## config.mk

```make
export PLATFORM = sky130hd
export DESIGN_NAME = hazard_ctrl
export DESIGN_NICKNAME = d
export VERILOG_FILES = /design/src/rtl/hazard_ctrl_pkg.sv /design/src/rtl/hazard_ctrl_sat_counter.sv /design/src/rtl/hazard_ctrl.sv
export SDC_FILE = /design/constraint.sdc
export NUM_CORES = 1
export LEC_CHECK = 0
export CAP_MARGIN = 10
export CORE_ASPECT_RATIO = 2
export CORE_MARGIN = 2
export CORE_UTILIZATION = 25
export DETAILED_ROUTE_END_ITERATION = 12
export GPL_ROUTABILITY_DRIVEN = 0
export PLACE_DENSITY_LB_ADDON = 0.3
export SETUP_SLACK_MARGIN = 0.5
export SLEW_MARGIN = 20
export SYNTH_ARGS = -nofsm -noshare
export SYNTH_HDL_FRONTEND = slang
export SYNTH_HIERARCHICAL = 1
export SYNTH_SLANG_ARGS = --single-unit
```

## constraint.sdc

```tcl
create_clock -name clk -period 6.04 [get_ports clk]
set_input_delay 1.208 -clock clk [delete_from_list [all_inputs] [get_ports clk]]
set_output_delay 1.208 -clock clk [all_outputs]
set_load 0.02 [all_outputs]
```

## src/rtl/hazard_ctrl_pkg.sv

```systemverilog
`default_nettype none
// ============================================================================
// Module      : hazard_ctrl_pkg
// Description : Shared pipeline definitions: state encoding, register-index
//               width and NOP/bubble encodings for the pipeline registers.
// Revision    : 1.0 - initial release
// ============================================================================
package hazard_ctrl_pkg;

    typedef enum logic {
        RUN      = 1'b0,
        MEM_WAIT = 1'b1
    } state_t;

    localparam int              REG_W    = 5;
    localparam logic [REG_W-1:0] REG_ZERO = '0;

    localparam logic [31:0] NOP_INSTR   = 32'h0000_0000;
    localparam int          IDEX_CTRL_W = 9;
    localparam logic [IDEX_CTRL_W-1:0] BUBBLE_CTRL = '0;

    function automatic logic load_use_hazard(
        input logic             memread,
        input logic [REG_W-1:0] ex_rt,
        input logic [REG_W-1:0] id_rs,
        input logic [REG_W-1:0] id_rt,
        input logic             id_uses_rt
    );
        return memread && (ex_rt != REG_ZERO) &&
               ((ex_rt == id_rs) || (id_uses_rt && (ex_rt == id_rt)));
    endfunction

endpackage
`default_nettype wire

```

## src/rtl/hazard_ctrl_sat_counter.sv

```systemverilog
`default_nettype none
// ============================================================================
// Module      : sat_counter
// Description : Saturating up-counter; i_clear restarts the count at i_inc.
// Revision    : 1.0 - initial release
// ============================================================================
module sat_counter #(
    parameter int               WIDTH = 8,
    parameter logic [WIDTH-1:0] MAX   = '1
) (
    input  logic             clk,
    input  logic             rst,
    input  logic             i_clear,
    input  logic             i_inc,
    output logic [WIDTH-1:0] o_count
);

    logic [WIDTH-1:0] r_count;

    always_ff @(posedge clk) begin
        if (rst) begin
            r_count <= '0;
        end else if (i_clear) begin
            // A clear on an incrementing cycle counts that cycle as the first.
            r_count <= i_inc ? {{(WIDTH-1){1'b0}}, 1'b1} : '0;
        end else if (i_inc && (r_count != MAX)) begin
            r_count <= r_count + 1'b1;
        end
    end

    assign o_count = r_count;

endmodule
`default_nettype wire

```

## src/rtl/hazard_ctrl.sv

```systemverilog
`default_nettype none
// ============================================================================
// Module      : hazard_ctrl
// Description : Pipeline hazard control: load-use stalls, redirect flushes,
//               memory-wait freeze with timeout flag and perf counters.
// Revision    : 1.0 - initial release
// ============================================================================
module hazard_ctrl
    import hazard_ctrl_pkg::*;
#(
    parameter int TIMEOUT = 64,
    parameter int CNT_W   = 32
) (
    input  logic             clk,
    input  logic             rst,
    input  logic [4:0]       ifid_rs,
    input  logic [4:0]       ifid_rt,
    input  logic             ifid_uses_rt,
    input  logic [4:0]       idex_rt,
    input  logic             idex_memread,
    input  logic             ex_redirect,
    input  logic             mem_req,
    input  logic             mem_ready,
    output logic             pc_write,
    output logic             ifid_write,
    output logic             idex_write,
    output logic             exmem_write,
    output logic             ifid_flush,
    output logic             idex_flush,
    output logic             mem_error,
    output logic [CNT_W-1:0] stall_cnt,
    output logic [CNT_W-1:0] flush_cnt
);

    localparam int                 c_WAIT_W  = $clog2(TIMEOUT + 1);
    localparam logic [c_WAIT_W-1:0] c_TO_MAX  = c_WAIT_W'(TIMEOUT);
    localparam logic [c_WAIT_W-1:0] c_TO_LAST = c_WAIT_W'(TIMEOUT - 1);

    state_t              r_state;
    logic                r_mem_error;
    logic                w_wait;
    logic                w_load_use;
    logic [c_WAIT_W-1:0] w_wait_cnt;
    logic                w_pc_write;
    logic                w_ifid_write;
    logic                w_idex_write;
    logic                w_exmem_write;
    logic                w_ifid_flush;
    logic                w_idex_flush;

    assign w_wait     = mem_req && !mem_ready;
    assign w_load_use = load_use_hazard(idex_memread, idex_rt, ifid_rs,
                                        ifid_rt, ifid_uses_rt);

    always_comb begin
        w_pc_write    = 1'b1;
        w_ifid_write  = 1'b1;
        w_idex_write  = 1'b1;
        w_exmem_write = 1'b1;
        w_ifid_flush  = 1'b0;
        w_idex_flush  = 1'b0;
        if (rst) begin
            w_pc_write    = 1'b0;
            w_ifid_write  = 1'b0;
            w_idex_write  = 1'b0;
            w_exmem_write = 1'b0;
            w_ifid_flush  = 1'b1;
            w_idex_flush  = 1'b1;
        end else if (w_wait) begin
            w_pc_write    = 1'b0;
            w_ifid_write  = 1'b0;
            w_idex_write  = 1'b0;
            w_exmem_write = 1'b0;
        end else if (ex_redirect) begin
            w_ifid_flush  = 1'b1;
            w_idex_flush  = 1'b1;
        end else if (w_load_use) begin
            w_pc_write    = 1'b0;
            w_ifid_write  = 1'b0;
            w_idex_flush  = 1'b1;
        end
    end

    always_ff @(posedge clk) begin
        if (rst) begin
            r_state     <= RUN;
            r_mem_error <= 1'b0;
        end else begin
            r_state <= w_wait ? MEM_WAIT : RUN;
            // Raised on the edge at which the wait counter reaches TIMEOUT.
            if (w_wait && (w_wait_cnt >= c_TO_LAST)) begin
                r_mem_error <= 1'b1;
            end
        end
    end

    sat_counter #(.WIDTH(c_WAIT_W), .MAX(c_TO_MAX)) u_wait_cnt (
        .clk     (clk),
        .rst     (rst),
        .i_clear ((r_state == RUN) || !w_wait),
        .i_inc   (w_wait),
        .o_count (w_wait_cnt)
    );

    sat_counter #(.WIDTH(CNT_W)) u_stall_cnt (
        .clk     (clk),
        .rst     (rst),
        .i_clear (1'b0),
        .i_inc   (!w_pc_write),
        .o_count (stall_cnt)
    );

    sat_counter #(.WIDTH(CNT_W)) u_flush_cnt (
        .clk     (clk),
        .rst     (rst),
        .i_clear (1'b0),
        .i_inc   (!w_wait && ex_redirect),
        .o_count (flush_cnt)
    );

    assign pc_write    = w_pc_write;
    assign ifid_write  = w_ifid_write;
    assign idex_write  = w_idex_write;
    assign exmem_write = w_exmem_write;
    assign ifid_flush  = w_ifid_flush;
    assign idex_flush  = w_idex_flush;
    assign mem_error   = r_mem_error;

endmodule
`default_nettype wire

```

==> flow_metrics.py <==
metrics = {
    "synthesis": {
        "yosys_register_bits": 73,
        "yosysUniqueCellTypes": 55,
        "synth_cells": 491,
        "synthFlopType": "dfxtp_1",
        "synth_edf_count": 0,
        "synth_common_cells": "73 x dfxtp_1, 44 x nor2_1, 39 x nand2_1",
        "synthMuxAreaShare_pct": 1.20,
        "synth-compound-area-share_pct": 19.2,
        "async_reset_ff_share_pct": 0,
        "synth_top_area_share_pct": 35.2,
        "seq_area_frac_synth_pct": 35.2,
        "synth_fa_ha_area_share_pct": 1.20,
        "synth_top_family_by_area": "simple AND/OR/NAND/NOR gates",
        "synth_top_area_cell": "dfxtp_1",
        "synthTopCellsByArea": "dfxtp_1 35%, a21oi_1 4.1%, xor2_1 4.0%",
        "yosys.area_share.simple_pct": 34.0,
        "synth-xor-area-share_pct": 5.48,
        "synth.avg_cell_area_um2": 8.47,
        "yosys.cell_count.top_type": "dfxtp_1",
        "syn_area_um2": 4160,
        "ys_warn_count": 6,
    },
    "critical_path": {
        "max_stage_delay_ps": 650,
        "worstPathArrival_ps": 3260,
        "r2r_slack_ps": 3740,
        "crit_path_start_kind": "input pin",
        "startpoint": "idex_rt[2]",
        "critPathKind": "in2out",
        "cp.required_ps": 4830,
        "cpMaxStageDelayCell": "clkdlybuf4s50_1",
        "endpoint_kind": "primary output",
        "r2r_cells": 5,
        "cpMostUsedCell": "clkdlybuf4s50_1",
        "crit_path_max_fanout": 3,
        "crit_chain": "clkdlybuf4s50_1, xor2_1, nor4_2, a32oi_1, o31ai_1, clkdlybuf4s50_1",
        "r2r-start": "u_stall_cnt/o_count[0]",
    },
    "clocking": {
        "cts_made_buffers": 9,
        "cts.path.max_buffers": 2,
        "cts_setup_buffers": 0,
        "clk_pin_slew_ps": 60,
        "clk_latency_ps": 340,
        "numClockSinks": 73,
        "hold_buffers": 0,
        "cts_tree": "built",
        "ctsHtreeMaxLevel": 3,
        "clockRootBuffer": "clkbuf_16",
        "post_cts_resized": 0,
    },
    "final_layout": {
        "diodes": 0,
        "final_nets": 615,
        "regArea_um2": 1460,
        "syn_to_final_growth_pct": 34.4,
        "multiInputGateArea_um2": 2580,
        "drive_gt1_share_pct": 8.25,
        "nFillCells": 1726,
    },
    "die": {
        "die_h_um": 186,
        "core_um2": 16300,
        "ioPinCount": 93,
        "die_area_um2": 17700,
        "fp.dieW_um": 95.2,
        "start_util_pct": 25.5,
        "row_count": 66,
    },
    "timing": {
        "min_period_ps": 4470,
        "relSlewSlack_pct": 38.9,
        "grt_setup_unrepaired": "false",
        "setup_violations": 0,
        "tightestPinTransition_ps": 910,
        "slew_viol_final": 0,
        "tns_ps": 0,
        "finalCritPeriodShare_pct": 74.0,
        "finClkSkew_ps": 11.4,
        "hold_viol": 0,
        "fin_ws_ps": 1570,
        "fmaxAchievable_mhz": 224,
    },
    "placed_design": {
        "dpl.hpwl_mm": 9.82,
        "io_buffers": 92,
        "pre_cts_slack_ps": 1500,
    },
    "power": {
        "power_w": 0.00111,
        "power.leakage_nw": 1.78,
        "ir_drop_v": 0.000119,
        "power_density_nw_per_um2": 199,
    },
    "grt": {
        "grt_overflow_total": 0,
        "grt_use_total_pct": 14.7,
        "grt_max_degree": 29,
        "grt_pass1_wl_mm": 20.8,
        "grt_pass1_vias": 4249,
        "grt_antenna_before_repair": 0,
    },
    "min_path": {
        "min_from": "mem_error",
        "holdPathStages": 2,
        "min_path_type": "reg2reg",
    },
    "routing": {
        "avgViaCountPerCell": 5.31,
        "ant_nets": 0,
        "drc": 0,
        "vias": 4241,
        "drtPass1Iterations": 4,
        "wl_per_cell_um": 16.1,
        "first_iter_violations": 120,
        "wl_mm": 12.9,
    },
    "outcome": {
        "status": "finished clean",
    },
    "run": {
        "cap_violations": 0,
    },
}
-- power breakdown --
part / internal, W / switching [W]
clock: 0.000334 / 0.000219
sequential: 0.000484 / 0.00000369
combinational: 0.0000317 / 0.0000400
total: 0.000850 / 0.000263
-- state kept, by name (all words and copies together), names as in the netlist --
name	flops
u_stall_cnt/o_count	32
r_state	1
mem_error	1
u_flush_cnt/o_count	32
u_wait_cnt/o_count	7
-- layout by cell type (no fill, tap or decap), types with 12 or more instances in the layout --
master,Yosys,layout
or3_1,26,26
a21oi_1,34,34
o21ai_0,16,16
clkdlybuf4s50_1,0,92
nand3_1,24,24
nor2_1,44,44
xor2_1,19,19
conb_1,1,12
nand4_1,23,23
or4_1,13,13
o21ai_1,16,16
nand2_1,39,39
o31ai_1,12,12
dfxtp_1,73,73
-- cell type report --
type	count	share of cell area [%]
clock buffers	11	4.35
clock inverters	5	1.14
inverters	11	0.739
multi-input cells	400	46.3
flip-flops and latches	73	26.2
well taps	204	4.57
repair buffers	94	16.8
-- through the flow --
step                utilization (%)  instances  instance area [um2]  hold slack [ps]
CTS                            34.3        798                 5590              489
detailed placement             32.4        782                 5280              469
floorplan                         -        502                 4200              459
global placement               32.4        782                 5280              462
finish                         34.3        798                 5590              484
global route                   34.3        798                 5590              522
-- critical path, delay by kind of cell --
family / cells / cell delay [ps]
and+or+nand+nor: 1 / 250
AOI/OAI and AO/OA: 2 / 470
xor gates and xnor gates: 1 / 200
buffers and inverters: 2 / 1130
-- cells by family (layout without fill, tap and decap cells) --
| group | after synthesis | in the layout |
|---|---|---|
| and+or+nand+nor | 235 | 235 |
| AOI/OAI and AO/OA | 118 | 118 |
| DFF | 73 | 73 |
| buffers and inverters | 29 | 121 |
| xor gates and xnor gates | 26 | 26 |
| muxes | 5 | 5 |
| adders and majority gates | 4 | 4 |
| other | 1 | 12 |
-- worst paths after layout --
| path | end |
|---|---|
| setup reg to reg | u_stall_cnt/o_count[25] |
| setup / recovery | idex_flush |
| hold reg to reg | mem_error |
| hold / removal | mem_error |
-- metal layers --
| metal | vias to the layer above | wire [um] | global-route usage (%) | share of wire [%] |
|---|---|---|---|---|
| met4 | 0 | 399 | 6.86 | 3.1 |
| met5 | - | 0 | 0 | 0 |
| met2 | 119 | 7030 | 27.7 | 55 |
| li1 | 2053 | - | - | - |
| met3 | 28 | 698 | 3.75 | 5.4 |
| met1 | 2041 | 4750 | 14.3 | 37 |
(Power assumes the default switching activity.)
